`config.mk`:
```
export PLATFORM = sky130hd
export DESIGN_NAME = weight_fetch_ctrl
export DESIGN_NICKNAME = d
export VERILOG_FILES = /design/src/rtl/weight_fetch_ctrl.sv
export SDC_FILE = /design/constraint.sdc
export NUM_CORES = 1
export LEC_CHECK = 0
export BUFFER_PORTS_ARGS = -buffer_cell sky130_fd_sc_hd__clkbuf_2
export CORE_MARGIN = 4
export CORE_UTILIZATION = 49
export DETAILED_ROUTE_END_ITERATION = 8
export PLACE_DENSITY = 0.74
export SYNTH_ARGS = -nofsm -noshare
export SYNTH_HDL_FRONTEND = slang
export SYNTH_SLANG_ARGS = --single-unit
```
`constraint.sdc`:
```
create_clock -name clk -period 1.7 [get_ports clk]
set_input_delay 0.17 -clock clk [delete_from_list [all_inputs] [get_ports clk]]
set_output_delay 0.17 -clock clk [all_outputs]
set_load 0.05 [all_outputs]
```
`src/rtl/weight_fetch_ctrl.sv`:
```
// weight_fetch_ctrl: steps one weight store through every phase of a layer and presents each vector to the MAC array
module weight_fetch_ctrl #(
    parameter int N_PHASE_MAX = 8,
    parameter int TIMEOUT     = 15
) (
    input  logic                           clk,
    input  logic                           rst,
    input  logic                           start,
    input  logic [3:0]                     layer,
    input  logic [3:0]                     num_phase,
    input  logic                           abort,
    input  logic                           store_valid,
    input  logic                           w_take,
    output logic                           load,
    output logic [3:0]                     cs,
    output logic [$clog2(N_PHASE_MAX)-1:0] phase,
    output logic                           w_valid,
    output logic                           busy,
    output logic                           done,
    output logic                           err
);
    typedef enum logic [2:0] {IDLE, GAP, FETCH, HOLD, FIN} state_t;
    state_t     state;
    logic [3:0] n;
    logic [3:0] cnt;
    logic [3:0] n_clamp;
    logic       last;
    assign n_clamp = (num_phase == 4'd0 || num_phase > 4'(N_PHASE_MAX)) ? 4'(N_PHASE_MAX) : num_phase;
    assign last    = 4'(phase) == n - 4'd1;
    // Sequencer: a cnt of 0 marks the first FETCH cycle, where the store's valid is still stale
    always_ff @(posedge clk or posedge rst) begin
        if (rst) begin
            state   <= IDLE;
            n       <= 4'd0;
            cnt     <= 4'd0;
            load    <= 1'b0;
            cs      <= 4'd0;
            phase   <= '0;
            w_valid <= 1'b0;
            busy    <= 1'b0;
            done    <= 1'b0;
            err     <= 1'b0;
        end else if (abort && state != IDLE) begin
            state   <= IDLE;
            load    <= 1'b0;
            w_valid <= 1'b0;
            busy    <= 1'b0;
            done    <= 1'b0;
        end else begin
            case (state)
                IDLE: if (start) begin
                    cs    <= layer;
                    n     <= n_clamp;
                    phase <= '0;
                    err   <= 1'b0;
                    busy  <= 1'b1;
                    state <= GAP;
                end
                GAP: begin
                    load  <= 1'b1;
                    cnt   <= 4'd0;
                    state <= FETCH;
                end
                FETCH: if (store_valid && cnt != 4'd0) begin
                    w_valid <= 1'b1;
                    state   <= HOLD;
                end else if (cnt == 4'(TIMEOUT - 1)) begin
                    err   <= 1'b1;
                    load  <= 1'b0;
                    busy  <= 1'b0;
                    state <= IDLE;
                end else begin
                    cnt <= cnt + 4'd1;
                end
                HOLD: if (w_take) begin
                    load    <= 1'b0;
                    w_valid <= 1'b0;
                    if (last) begin
                        done  <= 1'b1;
                        state <= FIN;
                    end else begin
                        phase <= phase + 1'b1;
                        state <= GAP;
                    end
                end
                FIN: begin
                    done  <= 1'b0;
                    busy  <= 1'b0;
                    state <= IDLE;
                end
                default: state <= IDLE;
            endcase
        end
    end
endmodule
```
### Yosys cells after proc, flatten, opt, wreduce, memory -nomap -nowiden

Index checks and enable logic that the tools add are counted.

* bits in registers: 23
* input port bits: 14
* output and inout bits: 12
* word-level logic and storage cells: 91

* add/subtract/negate cells: 3
* $lt $le $gt $ge: 1
* equality and inequality tests: 19
* mux-type cells: 34
* bitwise operators: 1
* reduce and logical (&&, ||, !) cells: 23

Operators by type and width (count)
* 3-bit two-way mux: 9
* 3-bit inequality test (second input constant): 6
* 1-bit two-way mux: 14
* 4-bit two-way mux: 3
* 2-bit inequality test (second input constant): 6
* 3-bit one-hot mux with 4 select lines: 1
* 3-bit AND reduction: 4
* 4-bit AND reduction: 3
* 4-bit nonzero test: 3
* 5-bit AND reduction: 2
* 3-bit nonzero test: 3
* 4-bit one-hot mux with 2 select lines: 1
* 3-bit by 2-bit equality test with 1-bit output (second input constant): 2
* 1-bit one-hot mux with 2 select lines: 3
* 1-bit one-hot mux with 3 select lines: 2
* 3-bit one-hot mux with 2 select lines: 1
* 2-bit nonzero test: 3
* 4-bit by 1-bit adder with 4-bit output (second input constant): 1
* 3-bit by 4-bit equality test with 1-bit output: 1
* 4-bit equality test (second input constant): 1
* 4-bit greater-than comparator (second input constant): 1
* 4-bit zero test: 1
* 4-bit inequality test (second input constant): 1
* 4-bit by 1-bit subtractor with 4-bit output (second input constant): 1
* 7 further kinds: 8

### Depth between registers and ports, before layout

Gate-level depths: netlist (run 1).

* depth in word-level cells: 6
* depth in mapped cells: 7
* depth with buffers taken out: 7

### Worst setup path after synthesis (run 1)

OpenSTA, ideal clock, no wires.

* path kind: flip-flop to flip-flop
* from: register cnt[0] (netlist name)
* to: register done
* setup time: 0.123 ns
* arrival time: 1.650 ns
* data required time: 1.577 ns
* path slack: -0.072 ns
* stages on the path, launching flop included: 8
* buffers on the path: 0
* clock period less this slack: 1.772 ns
* cell sequence: dfrtp_1 > inv_1 > ha_1 > a21o_2 > a221oi_2 > o311ai_2 > nor2b_1 > o221a_2

RTL lines
* end signal: assignment: line 41 `done <= 1'b0;`
* end signal: assignment: line 48 `done <= 1'b0;`
* end signal: assignment: line 79 `done <= 1'b1;`
* end: declaration: line 19 `output logic done,`

### Final worst setup path (run 1)

* from: register n[0]
* to: register phase[1]

* longest elaborated chain between the ends: 4

RTL lines
* start: declaration: line 24 `logic [3:0] n;`
* start signal: assignment: line 53 `n <= n_clamp;`
* 4-bit by 1-bit subtractor with 4-bit output: line 29 `assign last = 4'(phase) == n - 4'd1;`
* 3-bit by 4-bit equality test with 1-bit output: line 29
* 2-bit inequality test (no source line)
* 5-bit AND reduction (no source line)
* end signal: assignment: line 82 `phase <= phase + 1'b1;`
* end: declaration: line 16 `output logic [$clog2(N_PHASE_MAX)-1:0] phase,`

No other way between the ends.
A chain may end at the register's enable or synchronous reset.

==> results of run 1 <==
## what timing repair did
item / CTS / global route
gates cloned: 0 / 0
hold buffers: 1 / 0
resized for setup: 2 / 13
pin swaps: 8 / 9
buffers inserted: 1 / 4
hold endpoints to repair: 23 / 0
endpoints found under the setup margin: 5 / 10
## layer usage
layer / share of wire / track usage / up-vias
met4: 0.0039 / 0.05455 / 0
met3: 0.043 / 0.04545 / 2
met2: 0.52 / 0.3318 / 26
met1: 0.43 / 0.2412 / 608
met5: 0 / 0 / -
li1: - / - / 621
## state kept, by name (all words and copies together) (netlist names)
name and count:
busy 1, cnt 4, cs 4, done 1, err 1, load 1, n 4, phase 3
state 3, w_valid 1
## worst max-delay path, cell delays in order (launching register included)
cell and delay [ns]:
dfrtp_1 0.39, inv_2 0.06, ha_4 0.15, xor2_2 0.14, and2_4 0.16, o211ai_1 0.38, a21boi_1 0.15, a41o_1 0.23
## logic make-up after synthesis
family,count (synthesis),synth area share
adder cells (fa/ha/maj),5,0.04421
multiplexers,4,0.03183
AND/OR/NAND/NOR,49,0.1919
buffers and inverters,15,0.04951
flip-flops,23,0.4067
XOR/XNOR,3,0.01857
AO/OA/AOI/OAI,49,0.2573
## path summary, 6_finish.rpt
check	from	end	slack (ns)
max	n[0]$_DFFE_PP0P_	phase[1]$_DFFE_PP0P_	-0.05
max reg2reg	n[0]$_DFFE_PP0P_	phase[1]$_DFFE_PP0P_	-0.05
min	layer[0]	cs[0]$_DFFE_PP0P_	0.08
max in group asynchronous	rst	phase[2]$_DFFE_PP0P_	1.05
min in group asynchronous	rst	cnt[2]$_DFFE_PP0P_	0.40
min reg2reg	load$_DFFE_PP0P_	load$_DFFE_PP0P_	0.51
## cell usage after synthesis (all sizes together)
master / number / share of area
nand4b: 1 / 0.0062
a41o: 1 / 0.0071
a21oi: 9 / 0.032
xor2: 1 / 0.0062
nand2: 10 / 0.027
a31oi: 3 / 0.013
nor3: 5 / 0.021
o31a: 1 / 0.0062
o221a: 1 / 0.0080
xnor2: 2 / 0.012
or3b: 1 / 0.0080
nand4: 2 / 0.0088
nor2b: 3 / 0.013
nand3b: 3 / 0.016
o311ai: 1 / 0.011
or2: 1 / 0.0044
a22o: 1 / 0.0062
buf: 5 / 0.022
a41oi: 1 / 0.0062
nand3: 2 / 0.0071
nor2: 11 / 0.029
o211ai: 1 / 0.0053
and2: 2 / 0.0088
inv: 8 / 0.021
ha: 5 / 0.044
clkbuf: 2 / 0.0062
a31o: 1 / 0.0062
o31ai: 1 / 0.0053
o21ai: 17 / 0.063
and3: 1 / 0.0044
o22a: 1 / 0.0062
a21o: 1 / 0.0062
a21boi: 2 / 0.011
nand2b: 5 / 0.027
o41ai: 3 / 0.024
a221oi: 3 / 0.035
or2b: 2 / 0.011
dfrtp: 23 / 0.41
o21a: 1 / 0.0053
mux2: 4 / 0.032
## where the power goes
part | total [mW] | leakage (nW) | internal (mW) | switching, mW
combinational | 1.81 | 0.510 | 0.758 | 1.05
clock | 0.262 | 0.0177 | 0.0881 | 0.174
sequential | 0.892 | 0.294 | 0.727 | 0.165
## final cells by class
| class | count | area, um^2 | area share |
|---|---|---|---|
| Timing Repair Buffer | 46 | 289.0 | 0.1600 |
| Sequential cell | 23 | 578.1 | 0.3199 |
| Multi-Input combinational cell | 110 | 843.3 | 0.4668 |
| Clock buffer | 3 | 22.52 | 0.01247 |
| Tap cell | 31 | 38.79 | 0.02147 |
| Clock inverter | 1 | 5.005 | 0.002770 |
| Inverter | 8 | 30.03 | 0.01662 |
==> metrics.md, run 1 <==
| Metric | Value |
|---|---|
| Core region area | `between 2000 and 3000 um^2` |
| Status | `finished with violations` |
| Clk slew on worst S/H paths | `0.14 ns` |
| Crit share post-route | `1.028` |
| Synth cell types | `48` |
| DR WL/cell | `14.99 um` |
| Number of global-route vias before repair | `1277` |
| H-tree lvl count | `1` |
| Syn_nets | `between 150 and 200` |
| Required time worst endpoint | `1.93 ns` |
| Final cell count without fillers | `~220` |
| Average cell area after synthesis | `9.562 um^2` |
| Failing checks | `setup timing` |
| First-pass GRT wire length | `roughly 5600 um` |
| Crit end category | `register` |
| Leakage | `0.8212 nW` |
| CP max FO | `5` |
| Fmax | `572.0 MHz` |
| Worst EP arrival | `just under 2 ns` |
| Die area | `roughly 3800 um^2` |
| Antenna-violating nets left | `0` |
| Initial antenna violation count | `0` |
| Root Buffer | `clkbuf_4` |
| Max clock buf depth | `2` |
| Register area share after synthesis | `0.4067` |
| Commonest non-fill, non-tap cell in the layout | `clkbuf_2` |
| Vias | `1257` |
| GPL Wtd Cong | `roughly 0.84` |
| Fin Setup TNS | `-0.09289 ns` |
| Die height | `approximately 62 um` |
| #FFs+latches synth | `23` |
| Worst Hold Depth | `2` |
| Most frequent cells in the layout | `clkbuf_2 (25), dfrtp_1 (21), buf_4 (19)` |
| WL final | `3328 um` |
| Final WS setup | `-0.04813 ns` |
| Fin crit period | `1.748 ns` |
| Final-stage net count | `between 200 and 250` |
| Synth Warn # | `0` |
| Clock skew | `0.009689 ns` |
| Max Slew Vio Count | `0` |
| DRC | `0` |
| IO buf count | `25` |
| Area delta synth->final | `27.67%` |
| Global Route Usage Sum | `0.1928` |
| Worst reg2reg path depth | `7` |
| Mean number of vias per cell | `5.662` |
| Placed insts | `212` |
| Die W | `61.74 um` |
| Gr ovfl total | `0` |
| Final setup fails | `4` |
| RSZ-0062 raised after global routing | `yes` |
| Overall Power | `around 3 mW` |
| # IOs | `26` |
| Max VDD drop | `roughly 1.2 mV` |
| Largest net degree at the start of global routing | `24` |
| CP Launch Type | `register` |
| Initial Util | `0.5132` |
| DP Area | `1662 um^2` |
| CTS tree | `built` |
| HPWL Detailed | `around 2400 um` |
| Hold crit path type | `in2reg` |
| Pre-CTS setup slack | `-0.08668 ns` |
| Row count | `19` |
| Power Dens Cells | `1641 nW/um^2` |
| Slew margin rel. | `0.6971` |
| Clock Latency Late Sink | `0.32 ns` |
| Diodes inserted | `0` |
| Max-cap viol count | `0` |
| Final design utilization | `0.6552` |
| Hold Slack | `0.07892 ns` |
| Syn Inst Count | `148` |
| Clock sinks | `23` |
| Share of layout cells above drive strength 1 | `0.4136` |
| Post-route cell area | `1807 um^2` |
| Netlist Area Pre-Place | `1415 um^2` |
| Hold Violations, Final | `0` |
| WS Path Type | `reg2reg` |
| CTS buffer count | `3` |
| Drt pass-1 iters | `4` |
| Fill cells | `240` |
| Worst Tran Pin Value | `approximately 0.45 ns` |
| Initial drt markers | `56` |
Power figures use the tool's default switching activity.
==> run 2: changes to the inputs <==
--- a/config.mk
+++ b/config.mk
@@ -9,5 +9,6 @@
 export CORE_MARGIN = 4
-export CORE_UTILIZATION = 49
+export CORE_UTILIZATION = 50
 export DETAILED_ROUTE_END_ITERATION = 8
-export PLACE_DENSITY = 0.74
+export PLACE_DENSITY = 0.73
+export SLEW_MARGIN = 40
 export SYNTH_ARGS = -nofsm -noshare
==> constraint.sdc (replaced) <==
create_clock -name clk -period 2 [get_ports clk]
set_input_delay 0.4 -clock clk [delete_from_list [all_inputs] [get_ports clk]]
set_output_delay 0.4 -clock clk [all_outputs]
set_load 0.05 [all_outputs]
==> metrics.md, run 2 (same netlist as run 1, synthesis figures left out) <==
| Metric | Value |
|---|---|
| DR WL/cell | `14.58 um (-2.7%)` |
| GPL Wtd Cong | `0.8443 (+0.88%)` |
| Clk slew on worst S/H paths | `0.13 ns (about the same)` |
| Setup slack, reg-to-reg | `0.14 ns (+0.18 ns)` |
| First-pass GRT wire length | `5099 um (-8.5%)` |
| Cells along the critical path | `inv_1, ha_1, a21o_2, a221oi_2, o311ai_2, nor2b_1, o221a_2` |
| Top Registers | `cnt: 4 flops, cs: 4 flops, n: 4 flops` |
| Share of layout cells above drive strength 1 | `0.3034 (-0.1102)` |
| WL final | `3048 um (-8.4%)` |
| Max VDD drop | `0.8250 mV (-32%)` |
| Max stage delay on crit path | `0.41 ns (+0.02 ns)` |
| WS Path Type | `reg2reg` |
| DRC | `0 (unchanged)` |
| Highest-delay cell along the critical path | `dfrtp_1` |
| Fin crit period | `1.865 ns (+0.1168 ns)` |
| Antenna-violating nets left | `0 (unchanged)` |
| Initial drt markers | `104 (+86%)` |
| CP Launch Type | `register` |
| CTS buffer count | `3 (unchanged)` |
| CP max FO | `4 (-1)` |
| Commonest non-fill, non-tap cell in the layout | `clkbuf_2` |
| Worst Tran Pin Value | `0.4677 ns (+0.01324 ns)` |
| Slew margin rel. | `0.6869 (-0.01020)` |
| Die area | `3745 um^2 (-1.7%)` |
| Worst EP arrival | `2.09 ns (+0.11 ns)` |
| Diodes inserted | `0 (unchanged)` |
| Crit end category | `register` |
| Die W | `61.20 um (-0.87%)` |
| Required time worst endpoint | `2.22 ns (+0.29 ns)` |
| Final setup fails | `0 (-4)` |
| Vias | `1251 (-0.48%)` |
| Final WS setup | `0.1351 ns (+0.1832 ns)` |
| Core region area | `2734 um^2 (-0.86%)` |
| R2R Path Start | `cnt[0]$_DFFE_PP0P_` |
| Max clock buf depth | `2 (unchanged)` |
| Area delta synth->final | `15.03%` |
| Fmax | `536.2 MHz (-6.3%)` |
| Gr ovfl total | `0 (unchanged)` |
| Worst flop-to-flop path endpoint | `done$_DFFE_PP0P_` |
| Largest net degree at the start of global routing | `24 (unchanged)` |
| Initial Util | `0.5176 (+0.004462)` |
| Max Slew Vio Count | `0 (unchanged)` |
| Clock sinks | `23 (unchanged)` |
| RSZ-0062 raised after global routing | `no` |
| Number of global-route vias before repair | `1195 (-6.4%)` |
| Mean number of vias per cell | `5.986 (+5.7%)` |
| Max-cap viol count | `0 (unchanged)` |
| Hold Buf Count CTS | `0 (-1)` |
| Die height | `61.20 um (-0.87%)` |
| WP buf/inv | `1 (unchanged)` |
| Hold crit path type | `in2async` |
| Pre-CTS setup slack | `0.1156 ns (+0.2023 ns)` |
| Fill cells | `234 (-2.5%)` |
| Crit share post-route | `0.9324 (-0.09586)` |
| Hold Violations, Final | `0 (unchanged)` |
| Worst reg2reg path depth | `7 (unchanged)` |
| Most frequent cells in the layout | `clkbuf_2 (25), dfrtp_1 (23), o21ai_0 (16)` |
| H-tree lvl count | `1 (unchanged)` |
| # IOs | `26 (unchanged)` |
| Global Route Usage Sum | `0.1791 (-0.01364)` |
| Clock skew | `0.006793 ns (-0.002896 ns)` |
| Clock Latency Late Sink | `0.32 ns (about the same)` |
| Power Dens Cells | `1378 nW/um^2 (-16%)` |
| Status | `completed` |
| Worst path top cell family by delay | `compound AO/OA/AOI/OAI gates` |
| Initial antenna violation count | `0 (unchanged)` |
| HPWL Detailed | `2242 um (-6.4%)` |
| Final-stage net count | `198 (-6.2%)` |
| Drt pass-1 iters | `4 (unchanged)` |
| Root Buffer | `clkbuf_4` |
| Fin Setup TNS | `0 ns (+0.09289 ns)` |
| IO buf count | `25 (unchanged)` |
| CTS tree | `built` |
| Row count | `19 (unchanged)` |
| Leakage | `0.7466 nW (-9.1%)` |
==> run 2: changes by cell type in the layout (fill, tap and decap cells not counted), moves of 2 or more <==
cell	before	now
ha_4	3	0
dfrtp_1	21	23
ha_1	2	5
inv_2	3	1
buf_4	19	8
dfrtp_2	2	0
inv_1	5	7
==> run 2: timing repair <==
item	4_1_cts	5_1_grt
endpoints found under the setup margin	0	3
setup buffers	0	2
gates resized for setup	0	3
==> run 2: where the power goes <==
part | switching (mW) | internal [mW] | leakage (nW)
sequential | 0.166 | 0.616 | 0.297
combinational | 0.770 | 0.469 | 0.435
clock | 0.143 | 0.0780 | 0.0150
==> run 2: worst max path at each step <==
| stage | startpoint | end | slack [ns] | cells past startpoint |
|---|---|---|---|---|
| floorplan | cnt[0]$_DFFE_PP0P_ | done$_DFFE_PP0P_ | 0.23 | 7 |
| global placement | cnt[0]$_DFFE_PP0P_ | done$_DFFE_PP0P_ | 0.17 | 7 |
| detailed placement | n[0]$_DFFE_PP0P_ | phase[1]$_DFFE_PP0P_ | 0.12 | 7 |
| CTS | n[0]$_DFFE_PP0P_ | phase[1]$_DFFE_PP0P_ | 0.09 | 7 |
| global route | n[0]$_DFFE_PP0P_ | phase[2]$_DFFE_PP0P_ | 0.02 | 7 |
| finish | cnt[0]$_DFFE_PP0P_ | done$_DFFE_PP0P_ | 0.14 | 7 |
==> run 2: tightest hold or removal path, cell delays in order <==
cell and delay, ns:
clkbuf_2 0.08, inv_1 0.04, buf_4 0.29
==> run 2: routing by layer <==
metal | global-route usage | vias up | wire length, um
met2 | 0.3021 | 43 | 1490
met1 | 0.2292 | 597 | 1348
met4 | 0.08050 | 0 | 48
met3 | 0.02096 | 6 | 161
met5 | 0 | - | 0
li1 | - | 605 | -
==> run 2: cell type report <==
class / count / area, um^2 / share of cell area
timing repair buffer: 33 / 185.2 / 0.1138
clock buffer: 4 / 26.28 / 0.01614
multi-input combinational: 110 / 772.0 / 0.4743
tap: 31 / 38.79 / 0.02383
inverter: 8 / 30.03 / 0.01845
sequential: 23 / 575.6 / 0.3536
==> run 2: through the flow <==
| stage | util | instances | cell area, um^2 | hold WS (ns) | total power, mW |
|---|---|---|---|---|---|
| after floorplan | - | 148 | 1415 | 0.4019 | 1.726 |
| final | 0.5954 | 209 | 1628 | 0.07433 | 2.243 |
| after CTS | 0.5890 | 207 | 1610 | 0.07853 | 2.236 |
| after global routing | 0.5954 | 209 | 1628 | 0.09540 | 2.416 |
| after global placement | 0.5794 | 203 | 1584 | 0.4382 | 1.968 |
| after detailed placement | 0.5794 | 203 | 1584 | 0.4400 | 2.011 |
==> run 3: changes to the inputs <==
Settings changed: PLACE_DENSITY 0.73 to 0.76, SLEW_MARGIN 40 to not set.
==> metrics.md, run 3 (same netlist as run 1, synthesis figures left out) <==
| Metric | Value |
|---|---|
| Multi-input logic area | `772.0 um^2 (unchanged)` |
| Top Registers | `cnt: 4 flops, cs: 4 flops, n: 4 flops` |
| Status | `completed` |
| Clock sinks | `23 (unchanged)` |
| Max Slew Vio Count | `0 (unchanged)` |
| DP Area | `1577 um^2 (-0.47%)` |
| H-tree lvl count | `1 (unchanged)` |
| Fin crit period | `1.884 ns (+0.01913 ns)` |
| Max clock buf depth | `2 (unchanged)` |
| Required time worst endpoint | `2.25 ns (+0.03 ns)` |
| HPWL Detailed | `2311 um (+3.1%)` |
| DR WL/cell | `14.82 um (+1.6%)` |
| Area occupied by registers | `575.6 um^2 (unchanged)` |
| Hold Buf Count CTS | `0 (unchanged)` |
| Clk slew on worst S/H paths | `0.13 ns (about the same)` |
| Crit end category | `register` |
| GPL Wtd Cong | `0.8684 (+2.9%)` |
| Worst EP arrival | `2.13 ns (+0.04 ns)` |
| Fmax | `530.8 MHz (-1.0%)` |
| Vias | `1233 (-1.4%)` |
| Core region area | `2734 um^2 (unchanged)` |
| Fill cells | `227 (-3.0%)` |
| Max VDD drop | `1.030 mV (+25%)` |
| Power Dens Cells | `1386 nW/um^2 (+0.63%)` |
| Leakage | `0.7372 nW (-1.3%)` |
| Post-route cell area | `1613 um^2 (-0.92%)` |
| Commonest non-fill, non-tap cell in the layout | `clkbuf_2` |
| Most frequent cells in the layout | `clkbuf_2 (25), dfrtp_1 (23), o21ai_0 (16)` |
| CTS tree | `built` |
| Hold Violations, Final | `0 (unchanged)` |
| Crit share post-route | `0.9420 (+0.009567)` |
| Initial Util | `0.5176 (unchanged)` |
| Initial antenna violation count | `0 (unchanged)` |
| IO buf count | `25 (unchanged)` |
| Largest net degree at the start of global routing | `24 (unchanged)` |
| Worst flop-to-flop path endpoint | `phase[2]$_DFFE_PP0P_` |
| Die W | `61.20 um (unchanged)` |
| Root Buffer | `clkbuf_4` |
| Die height | `61.20 um (unchanged)` |
| Hold crit path type | `in2async` |
| First-pass GRT wire length | `5168 um (+1.4%)` |
| DRC | `0 (unchanged)` |
| Max-cap viol count | `0 (unchanged)` |
| WS Path Type | `reg2reg` |
| Setup slack, reg-to-reg | `0.12 ns (-0.02 ns)` |
| Final-stage net count | `196 (-1.0%)` |
| Diodes inserted | `0 (unchanged)` |
| Gr ovfl total | `0 (unchanged)` |
| Mean number of vias per cell | `5.957 (-0.49%)` |
| Hold Slack | `0.08814 ns (+0.01381 ns)` |
| Clock Latency Late Sink | `0.31 ns (about the same)` |
| Drt pass-1 iters | `4 (unchanged)` |
| Antenna-violating nets left | `0 (unchanged)` |
| Area delta synth->final | `13.97%` |
| Final setup fails | `0 (unchanged)` |
| Placed insts | `202 (-0.49%)` |
| CTS buffer count | `3 (unchanged)` |
| CP Launch Type | `register` |
| Global Route Usage Sum | `0.1827 (+0.003520)` |
| CP max FO | `6 (+2)` |
| Row count | `19 (unchanged)` |
| WL final | `3068 um (+0.66%)` |
| # IOs | `26 (unchanged)` |
| Slew margin rel. | `0.6623 (-0.02458)` |
| Final cell count without fillers | `207 (-0.96%)` |
| R2R Path Start | `n[0]$_DFFE_PP0P_` |
| Clock skew | `0.006100 ns (-0.0006934 ns)` |
| Die area | `3745 um^2 (unchanged)` |
| Initial drt markers | `56 (-46%)` |
| Overall Power | `2.236 mW (-0.30%)` |
| Number of global-route vias before repair | `1183 (-1.0%)` |
| Worst Tran Pin Value | `0.5044 ns (+0.03670 ns)` |
| Fin Setup TNS | `0 ns (unchanged)` |
| Share of layout cells above drive strength 1 | `0.2955 (-0.007916)` |
| Worst reg2reg path depth | `7 (unchanged)` |
-- run 3: cell types whose count changed in the layout (fill, tap and decap cells not counted), sizes merged --
cell	previous run	this run
buf	8	6
-- run 3: worst max-delay path, stage by stage (launching register included) --
cell and delay, ns:
dfrtp_1 0.42, inv_1 0.07, ha_1 0.31, xnor2_1 0.14
nor3_2 0.20, o211ai_1 0.24, a31o_2 0.32, a21oi_1 0.12
-- run 3: where the power goes --
group          total [mW]  leakage [nW]  internal (mW)  switching [mW]
sequential          0.790         0.297          0.616           0.174
clock               0.219        0.0150         0.0778           0.141
combinational        1.23         0.425          0.463           0.764
-- run 3: cell type report --
cell class                 instances  share of cell area
inverter                           8             0.01862
clock buffer                       4             0.01629
sequential                        23              0.3569
multi-input combinational        110              0.4787
tap                               31             0.02405
timing repair buffer              31              0.1055
-- run 3: worst max-delay path by stage --
stage	end	depth (start not counted)	from
global placement	done$_DFFE_PP0P_	7	cnt[0]$_DFFE_PP0P_
global route	done$_DFFE_PP0P_	7	n[0]$_DFFE_PP0P_
finish	phase[2]$_DFFE_PP0P_	7	n[0]$_DFFE_PP0P_
detailed placement	phase[1]$_DFFE_PP0P_	7	n[0]$_DFFE_PP0P_
floorplan	done$_DFFE_PP0P_	7	cnt[0]$_DFFE_PP0P_
CTS	phase[1]$_DFFE_PP0P_	7	n[0]$_DFFE_PP0P_
-- run 3: per-stage QoR --
stage,setup WS (ns),utilization
floorplan,0.2278,-
global route,-0.009482,0.5899
detailed placement,0.1034,0.5767
CTS,0.08368,0.5863
finish,0.1160,0.5899
global placement,0.1639,0.5767
-- run 3: metal layers --
layer | GRT usage | wire [um] | up-vias
li1 | - | - | 594
met1 | 0.2297 | 1346 | 607
met2 | 0.3097 | 1569 | 28
met3 | 0.02935 | 120 | 4
met4 | 0.07740 | 31 | 0
met5 | 0 | 0 | -
-- run 3: what timing repair did --
| item | in CTS | in global routing |
|---|---|---|
| resized for setup | 0 | 3 |
| setup buffers | 0 | 1 |
| setup endpoints to repair | 0 | 3 |
